$ cat config.mk
export PLATFORM = sky130hd
export DESIGN_NAME = nios2_oci_trace_collector
export DESIGN_NICKNAME = d
export VERILOG_FILES = /design/src/rtl/nios2_oci_trace_pkg.sv /design/src/rtl/oci_trace_fifo.sv /design/src/rtl/nios2_oci_trace_collector.sv
export SDC_FILE = /design/constraint.sdc
export NUM_CORES = 1
export LEC_CHECK = 0
export ABC_AREA = 1
export CAP_MARGIN = 20
export CORE_AREA = 2 2 219 113
export CTS_BUF_LIST = sky130_fd_sc_hd__clkbuf_2
export DETAILED_ROUTE_END_ITERATION = 12
export DIE_AREA = 0 0 221 115
export DONT_BUFFER_PORTS = 1
export PLACE_DENSITY_LB_ADDON = 0.05
export RECOVER_POWER = 100
export SYNTH_ARGS = -nofsm -noshare
export SYNTH_HDL_FRONTEND = slang
export SYNTH_SLANG_ARGS = --single-unit
$ cat constraint.sdc
create_clock -name clk -period 1.9 [get_ports clk]
set_input_delay 0.285 -clock clk [delete_from_list [all_inputs] [get_ports clk]]
set_output_delay 0.285 -clock clk [all_outputs]
set_load 0.01 [all_outputs]
$ cat src/rtl/nios2_oci_trace_pkg.sv
// rtl/nios2_oci_trace_pkg.sv - shared state type and helpers for the OCI trace collector
package nios2_oci_trace_pkg;

   typedef enum logic [1:0] {IDLE, UNPACK, DRAIN, DONE} trace_state_t;

   // Upper bounds for the slot helper; a snapshot wider than MAX_BUF_W is not supported.
   localparam int MAX_BUF_W   = 512;
   localparam int MAX_ENTRY_W = 64;

   function automatic int clog2(input int value);
      int r;
      r = 0;
      while ((1 << r) < value) r++;
      return r;
   endfunction

   function automatic logic [MAX_ENTRY_W-1:0] slot_extract(input logic [MAX_BUF_W-1:0] packed_buf,
                                                          input int idx, input int entry_w);
      return MAX_ENTRY_W'(packed_buf >> (idx * entry_w));
   endfunction

endpackage

$ cat src/rtl/oci_trace_fifo.sv
// rtl/oci_trace_fifo.sv - show-ahead FIFO with flush, level and drop indication
module oci_trace_fifo
   import nios2_oci_trace_pkg::*;
#(
   parameter int DATA_W = 10,
   parameter int DEPTH  = 16
)(
   input  logic                       clk,
   input  logic                       reset_n,
   input  logic                       i_flush,
   input  logic                       i_push,
   input  logic [DATA_W-1:0]          i_data,
   input  logic                       i_pop,
   output logic [DATA_W-1:0]          o_data,
   output logic                       o_valid,
   output logic [clog2(DEPTH+1)-1:0]  o_level,
   output logic                       o_drop
);
   localparam int AW = clog2(DEPTH);
   localparam int LW = clog2(DEPTH+1);

   logic [DATA_W-1:0] r_mem [DEPTH];
   logic [AW-1:0]     r_wr, r_rd;
   logic [LW-1:0]     r_level;
   logic              w_empty, w_full, w_do_pop, w_do_push;

   assign w_empty   = (r_level == '0);
   assign w_full    = (r_level == LW'(DEPTH));
   assign w_do_pop  = i_pop && !w_empty;
   // A full FIFO still accepts a push when the head leaves on the same edge.
   assign w_do_push = i_push && (!w_full || w_do_pop);
   assign o_drop    = i_push && w_full && !w_do_pop && !i_flush;
   assign o_data    = r_mem[r_rd];
   assign o_valid   = !w_empty;
   assign o_level   = r_level;

   always_ff @(posedge clk) begin
      if (w_do_push && !i_flush) r_mem[r_wr] <= i_data;
   end

   always_ff @(posedge clk or negedge reset_n) begin
      if (!reset_n) begin
         r_wr    <= '0;
         r_rd    <= '0;
         r_level <= '0;
      end else if (i_flush) begin
         r_wr    <= '0;
         r_rd    <= '0;
         r_level <= '0;
      end else begin
         if (w_do_push) r_wr <= r_wr + AW'(1);
         if (w_do_pop)  r_rd <= r_rd + AW'(1);
         case ({w_do_push, w_do_pop})
            2'b10:   r_level <= r_level + LW'(1);
            2'b01:   r_level <= r_level - LW'(1);
            default: r_level <= r_level;
         endcase
      end
   end

endmodule

$ cat src/rtl/nios2_oci_trace_collector.sv
// rtl/nios2_oci_trace_collector.sv - unpacks DCT snapshots into a FIFO and runs end-of-test drain
module nios2_oci_trace_collector
   import nios2_oci_trace_pkg::*;
#(
   parameter int ENTRY_W = 10,
   parameter int SLOTS   = 3,
   parameter int CNT_W   = 4,
   parameter int DEPTH   = 16,
   parameter int OVF_W   = 8
)(
   input  logic                       clk,
   input  logic                       reset_n,
   input  logic [SLOTS*ENTRY_W-1:0]   dct_buffer,
   input  logic [CNT_W-1:0]           dct_count,
   input  logic                       dct_load,
   output logic                       load_ready,
   input  logic                       test_ending,
   input  logic                       test_has_ended,
   output logic [ENTRY_W-1:0]         ent_data,
   output logic                       ent_valid,
   input  logic                       ent_ready,
   output logic [clog2(DEPTH+1)-1:0]  fifo_level,
   output logic [OVF_W-1:0]           overflow_cnt,
   output logic                       count_err,
   output logic                       drain_done
);
   localparam int                SLOT_W    = clog2(SLOTS+1);
   localparam int                BUF_W     = SLOTS*ENTRY_W;
   localparam logic [CNT_W-1:0]  SLOTS_CNT = CNT_W'(SLOTS);
   localparam logic [SLOT_W-1:0] SLOTS_N   = SLOT_W'(SLOTS);

   trace_state_t        r_state;
   logic [BUF_W-1:0]    r_shadow;
   logic [SLOT_W-1:0]   r_n, r_slot;
   logic                r_pending_end, r_push, r_count_err, r_drain_done;
   logic [ENTRY_W-1:0]  r_push_data;
   logic [OVF_W-1:0]    r_ovf;
   logic [ENTRY_W-1:0]  w_slot_data;
   logic                w_accept, w_last, w_drop;

   assign load_ready   = (r_state == IDLE) && !r_pending_end;
   assign w_accept     = load_ready && dct_load && (dct_count != '0);
   assign w_last       = (r_slot == r_n - SLOT_W'(1));
   assign w_slot_data  = ENTRY_W'(slot_extract(MAX_BUF_W'(r_shadow), int'(r_slot), ENTRY_W));
   assign overflow_cnt = r_ovf;
   assign count_err    = r_count_err;
   assign drain_done   = r_drain_done;

   // Pushes are registered, so an in-flight push must land before DRAIN may finish.
   always_ff @(posedge clk or negedge reset_n) begin
      if (!reset_n) begin
         r_state       <= IDLE;
         r_shadow      <= '0;
         r_n           <= '0;
         r_slot        <= '0;
         r_pending_end <= 1'b0;
         r_push        <= 1'b0;
         r_push_data   <= '0;
         r_count_err   <= 1'b0;
         r_drain_done  <= 1'b0;
      end else if (test_has_ended) begin
         r_state       <= DONE;
         r_push        <= 1'b0;
         r_pending_end <= 1'b0;
         r_drain_done  <= 1'b1;
      end else begin
         r_push <= 1'b0;
         case (r_state)
            IDLE: begin
               if (w_accept) begin
                  r_shadow      <= dct_buffer;
                  r_n           <= (dct_count > SLOTS_CNT) ? SLOTS_N : SLOT_W'(dct_count);
                  r_slot        <= '0;
                  r_pending_end <= test_ending;
                  r_state       <= UNPACK;
                  if (dct_count > SLOTS_CNT) r_count_err <= 1'b1;
               end else if (test_ending) begin
                  r_state <= DRAIN;
               end
            end
            UNPACK: begin
               r_push      <= 1'b1;
               r_push_data <= w_slot_data;
               r_slot      <= r_slot + SLOT_W'(1);
               if (test_ending) r_pending_end <= 1'b1;
               if (w_last) begin
                  r_state       <= (r_pending_end || test_ending) ? DRAIN : IDLE;
                  r_pending_end <= 1'b0;
               end
            end
            DRAIN: begin
               if (fifo_level == '0 && !r_push) begin
                  r_state      <= DONE;
                  r_drain_done <= 1'b1;
               end
            end
            DONE:    r_state <= DONE;
            default: r_state <= IDLE;
         endcase
      end
   end

   always_ff @(posedge clk or negedge reset_n) begin
      if (!reset_n) begin
         r_ovf <= '0;
      end else if (w_drop && r_ovf != {OVF_W{1'b1}}) begin
         r_ovf <= r_ovf + OVF_W'(1);
      end
   end

   oci_trace_fifo #(
      .DATA_W (ENTRY_W),
      .DEPTH  (DEPTH)
   ) u_fifo (
      .clk     (clk),
      .reset_n (reset_n),
      .i_flush (test_has_ended),
      .i_push  (r_push),
      .i_data  (r_push_data),
      .i_pop   (ent_ready),
      .o_data  (ent_data),
      .o_valid (ent_valid),
      .o_level (fifo_level),
      .o_drop  (w_drop)
   );

endmodule

# After elaboration in Yosys (flattened, before gate mapping)
# Memories as Yosys holds them, arrays and structs flattened.
# Cells that the tools add are included.
word_totals:
  latchBits: 0
  elab_cells: 103
  out_inout_bits: 27
  ramBits: 160
  memories: 1
  regBits: 71
  romBits: 0
  inputBits: 40
op_classes:
  bitwise_logic: 1
  n_mux: 28
  shift: 1
  eq_ne: 14
  n_mul: 1
  div: 0
  order_cmp: 1
  add_sub_neg: 7
  n_reduce_logical: 36
memory_table:
  columns: ["memory", "words", "word_bits", "rd", "rd_clocked_by_memory_dff", "wr", "line", "source"]
  rows:
  - ["u_fifo.r_mem", 16, 10, 1, 0, 1, "oci_trace_fifo.sv:22", "logic [DATA_W-1:0] r_mem [DEPTH];"]
op_table:
  columns: ["op", "n"]
  rows:
  - [">> shifter 30 x 6 -> 10 bit", 1]
  - ["two-way mux 2 bit", 8]
  - ["two-way mux 4 bit", 4]
  - ["AND reduction 3 bit", 4]
  - ["logical AND 1 bit", 11]
  - ["two-way mux 1 bit", 11]
  - ["case mux 5 bit (2 select lines)", 1]
  - ["nonzero test 2 bit", 5]
  - ["!= test 3 bit (second input constant)", 3]
  - ["adder 4 x 1 -> 4 bit (second input constant)", 2]
  - ["adder 8 x 1 -> 8 bit (second input constant)", 1]
  - ["!= test 4 bit (second input constant)", 2]
  - ["!= test 8 bit (second input constant)", 1]
  - ["case mux 2 bit (4 select lines)", 1]
  - ["equality test 2 bit (second input constant)", 3]
  - ["logical NOT 1 bit", 6]
  - ["nonzero test 3 bit", 2]
  - ["adder 5 x 1 -> 5 bit (second input constant)", 1]
  - ["equality test 5 bit (second input constant)", 1]
  - ["logical NOT 5 bit", 1]
  - ["multiplier 2 x 3 -> 5 bit (second input constant)", 1]
  - ["two-way mux 5 bit", 1]
  - ["subtractor 5 x 1 -> 5 bit (second input constant)", 1]
  - ["equality test 2 x 1 -> 1 bit (second input constant)", 2]
  - ["other kinds (13)", 15]

# Logic depth before layout (Yosys ltp)
logic_depth:
  word_depth: 8
  ltp_mapped: 14
  ltp_nobuf: 14

# Hierarchy
# From an unflattened synthesis, not the netlist that was laid out.
hier_totals:
  cells_unflattened: 890
  hier_area_um2: 9905.8
modules_own_cells:
  columns: ["module", "cells_each", "instances", "area_each_um2", "seq_area_each_um2"]
  rows:
  - ["oci_trace_fifo", 563, 1, 7149.4, 5129.9]
  - ["nios2_oci_trace_collector", 327, 1, 2756.4, 1451.4]

# Least setup slack after synthesis
# Ideal clock, no wire load.
synth_timing:
  path_type: "flip-flop to flip-flop"
  startpoint: "reg u_fifo.r_level[0], in the netlist u_fifo.o_level[0]"
  endpoint: "mem u_fifo.r_mem[12][0] (enable)"
  stages_incl_launch_ff: 9
  synth_period_minus_slack_ps: 1990
  setup_ps: 376
  path_buffers: 0
  path_slack_ps: -90
  required_time_ps: 1524
  arrival_time_ps: 1614
  cell_sequence: "dfrtp_1 nor2_4 nand2_2 nor3_4 nor2_2 inv_1 nor2_4 nand2_1 nor2_1"
synth_between:
  elab_chain_len: 8
synth_lines:
  columns: ["item", "line", "source"]
  rows:
  - ["from (decl)", "oci_trace_fifo.sv:24", "logic [LW-1:0] r_level;"]
  - ["from (signal assigned)", "oci_trace_fifo.sv:54", "2'b10: r_level <= r_level + LW'(1);"]
  - ["from (signal assigned)", "oci_trace_fifo.sv:55", "2'b01: r_level <= r_level - LW'(1);"]
  - ["from (signal assigned)", "oci_trace_fifo.sv:56", "default: r_level <= r_level;"]
  - ["logical NOT 5 bit", "oci_trace_fifo.sv:27", "assign w_empty = (r_level == '0);"]
  - ["logical NOT 1 bit", "oci_trace_fifo.sv:29", "assign w_do_pop = i_pop && !w_empty;"]
  - ["logical AND 1 bit", "oci_trace_fifo.sv:29", null]
  - ["logical OR 1 bit (*)", "oci_trace_fifo.sv:31", "assign w_do_push = i_push && (!w_full || w_do_pop);"]
  - ["logical AND 1 bit (*)", "oci_trace_fifo.sv:31", null]
  - ["logical AND 1 bit (*)", "oci_trace_fifo.sv:38", "if (w_do_push && !i_flush) r_mem[r_wr] <= i_data;"]
  - ["two-way mux 1 bit (*)", "oci_trace_fifo.sv:38", null]
  - ["two-way mux 1 bit (not written as such) (*)", "oci_trace_fifo.sv:38", null]
  - ["to (decl)", "oci_trace_fifo.sv:22", null]
# Every way passes the cells marked *; elsewhere a longest branch is shown, timed or not.

# Worst setup path in the final report
layout_timing:
  startpoint: "reg u_fifo.r_rd[0]"
  endpoint: "out ent_data[1]"
layout_between:
  elab_chain_len: 1
layout_lines:
  columns: ["item", "line", "source"]
  rows:
  - ["from (decl)", "oci_trace_fifo.sv:23", "logic [AW-1:0] r_wr, r_rd;"]
  - ["from (signal assigned)", "oci_trace_fifo.sv:52", "if (w_do_pop) r_rd <= r_rd + AW'(1);"]
  - ["memory read (16 x 10 bit)", null, null]
  - ["to (decl)", "nios2_oci_trace_collector.sv:19", "output logic [ENTRY_W-1:0] ent_data,"]
# Every way passes these cells.

==> run summary <==
The count of mapped cells out of synthesis is 822. Once layout is complete, the cells apart from fillers number 1389. The clock passes through at most 3 buffers. The total area inside the core boundary comes to 23600 sq um. Summed over all nets, the switching power comes to 6.14 mW. The checks that failed: negative setup slack.

The required time at the endpoint of the critical path is 1.62 ns. The sequential share of power is 44.6%. The run finished, with violations left. The repair_antennas step left the layout with diodes totalling 0. After synthesis, flip-flops and latches occupy 67.8% of the total area.

The number of hold-slack violations in the final timing report came out at 0. The number of nets handed over by synthesis was 870. The initial core utilization came out at 41.2%. The HPWL after detailed placement is 20300 um. The largest area contributor in the synthesized netlist is sky130_fd_sc_hd__edfxtp_1.

The number of DRC violations after detailed-routing iteration 0 came out at 914. The most used standard cell by instance count after synthesis is sky130_fd_sc_hd__edfxtp_1. The number of flops mapped to enable cells by yosys came out at 160.

The internal power contribution is 9.59 mW. The final max-slew violation count came out at 0. The number of cells in the design after placement is 1177. The post-synthesis instance area came out at 9710 sq um. The initial antenna violation count came out at 0. The post-synthesis average cell area is 11.8 sq um. The synthesis-stage register bit count is 231.

The clock buffer count from CTS came out at 53. The number of setup violations in the final report came out at 200. During synthesis, Yosys emitted a total of 0 warnings. By startpoint and endpoint, the worst setup path is classified as flop to primary output. The post-layout minimum cycle time came out at 2.70 ns.

STA classifies the critical path endpoint as a primary output. The total number of vias came out at 7707. For the final database, setup skew stands at 0.0724 ns. The slew at the pin closest to its max-slew limit is 1.07 ns.

The fmax came out at 370 MHz. The portion of synthesized cell area occupied by the leading cell type came out at 49.5%. For the worst setup path, the data arrival time is 2.42 ns. The period utilization is 142%. The clock network is responsible for 20.6% of the overall power. The wire length after detailed routing is 32600 um. The detail route stage leaves a number of antenna-violating nets equal to 0. Global routing finished with a remaining overflow of 0. The category of the worst setup path launch point is a flop. Across every metal layer, demand over resource in global routing totals 24.5%.

The via density per instance came out at 5.55. The detailed-router iteration count before antenna repair came out at 5. The maximum vdd ir drop is 0.000634 V. The later pin in the worst-skew pair is clocked with a latency of 0.91 ns.

The largest net degree at the start of global routing came out at 72. The number of global-route vias before repair is 7180. The worst relative slew slack came out at 28.3%. By count the netlist is led by 160 x sky130_fd_sc_hd__edfxtp_1, 120 x sky130_fd_sc_hd__nor2_1, 114 x sky130_fd_sc_hd__o21ai_0. The floorplan die area came out at 25400 sq um. Clock tree synthesis selected as its root buffer the cell sky130_fd_sc_hd__clkbuf_2. The number of rows in the core area is 40. The number of top-level design ports is 67.

The total power density per cell area came out at 1220 nW/um^2. The first global-routing pass estimated 45700 um of wire. The leakage power total is 4.96 nW. The deepest level of the CTS H-tree is 2. TritonCTS built the clock tree. The number of clock sinks seen by CTS is 231.

The area growth from synthesis to layout is 32.8%. The count of max-cap constraint violations came out at 0. The global placement routability congestion is 0.885. Measured on the finished design, the core utilization comes to 54.7%.

The width of the die came out at 221 um. The pre-CTS worst setup slack is -0.00575 ns. Along the worst path, the maximum fanout reaches 6. The switching share of power is 39.0%.

Among all flip-flop cells after synthesis, the most frequent one is sky130_fd_sc_hd__edfxtp_1. The worst hold path belongs to the class primary input to flop. The portion of total power attributed to combinational logic is 34.8%. The post-synthesis async set-or-reset flop share is 30.7%. The post-layout net count is 1085. The worst slack on hold paths came out at 0.0947 ns. Clock-pin slew was measured on the worst setup and hold paths at 0.12 ns. The share of final-layout standard cells stronger than drive strength 1 is 27.9%. After detailed routing, the number of remaining DRC violations is 0. The die boundary height came out at 115 um.

After layout, the worst setup slack is -0.803 ns. In the post-synthesis netlist, the biggest area contributors are sky130_fd_sc_hd__edfxtp_1 49%, sky130_fd_sc_hd__dfrtp_1 18%, sky130_fd_sc_hd__o21ai_0 5.9%, sky130_fd_sc_hd__nor2_1 4.6%, sky130_fd_sc_hd__nand2_1 3.1%. Buffers placed on the I/O ports in this run total 0. The wire length per cell after detailed routing is 23.4 um. Setup repair after global routing could not meet its margin everywhere. The number of distinct standard cells referenced by the synthesized netlist is 43.
==> layer usage <==
layer	vias up	share of wire, %	track usage, %	wire, um
met5	-	0	0	0
met4	0	0.96	5.19	314
met3	33	13	8.66	4290
met2	422	38	31.6	12500
met1	3827	47	38.8	15400
li1	3425	-	-	-
==> flip-flops by register name, indices dropped and copies added (netlist names), 2 cells and up <==
register / count
overflow_cnt: 8
r_shadow: 30
u_fifo.r_mem: 160
r_n: 2
r_slot: 2
u_fifo.r_rd: 4
u_fifo.o_level: 5
u_fifo.r_wr: 4
r_state: 2
r_push_data: 10
==> layout make-up <==
class	instances	area [sq um]
Fill cell	2027	10700
Sequential cell	231	6580
Multi-Input combinational cell	502	3210
Timing Repair Buffer	201	2040
Tap cell	315	394
Clock buffer	68	340
Inverter	48	198
Clock inverter	24	130
==> power by group through the flow <==
stage / clock (mW) / combinational, mW / sequential (mW)
2_1_floorplan: 0 / 2.14 / 7.05
3_3_place_gp: 0 / 4.29 / 7.10
3_5_place_dp: 0 / 4.33 / 7.11
4_1_cts: 3.33 / 5.07 / 7.01
5_1_grt: 3.59 / 5.86 / 7.08
6_report: 3.24 / 5.48 / 7.02
==> cell families after synthesis <==
group / count (synthesis) / synth area share, %
mux: 20 / 2.32
flops: 231 / 67.8
buf+inv: 89 / 3.68
xor+xnor: 8 / 0.721
fa+ha+maj: 8 / 1.03
simple gates: 252 / 11.7
compound gates: 214 / 12.8
==> cell usage in the layout (no fill, tap or decap), types with 14 or more instances in the layout <==
master / netlist / routed
sky130_fd_sc_hd__a21oi_1: 36 / 36
sky130_fd_sc_hd__buf_4: 1 / 47
sky130_fd_sc_hd__buf_6: 2 / 43
sky130_fd_sc_hd__clkbuf_2: 0 / 73
sky130_fd_sc_hd__clkinv_1: 1 / 16
sky130_fd_sc_hd__dfrtp_1: 71 / 70
sky130_fd_sc_hd__dlygate4sd3_1: 0 / 71
sky130_fd_sc_hd__edfxtp_1: 160 / 160
sky130_fd_sc_hd__inv_1: 41 / 35
sky130_fd_sc_hd__mux2_1: 15 / 15
sky130_fd_sc_hd__nand2_1: 81 / 64
sky130_fd_sc_hd__nand3_1: 20 / 18
sky130_fd_sc_hd__nor2_1: 120 / 97
sky130_fd_sc_hd__nor2_4: 6 / 22
sky130_fd_sc_hd__o21ai_0: 114 / 98
sky130_fd_sc_hd__o21ai_1: 4 / 14
sky130_fd_sc_hd__o221ai_2: 0 / 15
==> repair_timing <==
| item | in CTS | in global routing |
|---|---|---|
| pin swaps | 26 | 27 |
| hold endpoints to repair | 302 | 0 |
| hold buffers | 72 | 0 |
| buffers inserted | 8 | 20 |
| cloned | 5 | 17 |
| gates resized for setup | 88 | 130 |
| setup endpoints to repair | 17 | 184 |
==> critical path, cell delays in order (launching register included) <==
cell and delay, ns:
sky130_fd_sc_hd__dfrtp_2 0.46, sky130_fd_sc_hd__inv_8 0.09, sky130_fd_sc_hd__buf_12 0.15, sky130_fd_sc_hd__buf_16 0.14
sky130_fd_sc_hd__o21ai_1 0.16, sky130_fd_sc_hd__o22ai_2 0.12, sky130_fd_sc_hd__o211ai_1 0.28, sky130_fd_sc_hd__nand2_1 0.16
==> stage by stage <==
stage               setup TNS, ns  cell area, sq um  total power [mW]
global route               -62.32             12900              16.5
CTS                         -8.76             12300              15.4
floorplan                  -14.45              9710              9.19
finish                     -40.04             12900              15.7
global placement         -0.00223             10600              11.4
detailed placement       -0.00575             10600              11.4
==> final timing paths <==
kind                       cells after the start              start                  to  slack, ns
hold / removal                                 3       dct_count[0]              r_n[0]       0.09
hold reg to reg                                1       r_shadow[11]        r_shadow[11]       0.50
setup / recovery                               7     u_fifo.r_rd[0]         ent_data[1]      -0.80
setup reg to reg                              12  u_fifo.o_level[3]  u_fifo.r_mem[7][8]      -0.27
max in group asynchronous                      3            reset_n      u_fifo.r_rd[0]       0.47
min in group asynchronous                      3            reset_n        r_shadow[17]       0.60
Power figures use the tool's default switching activity.
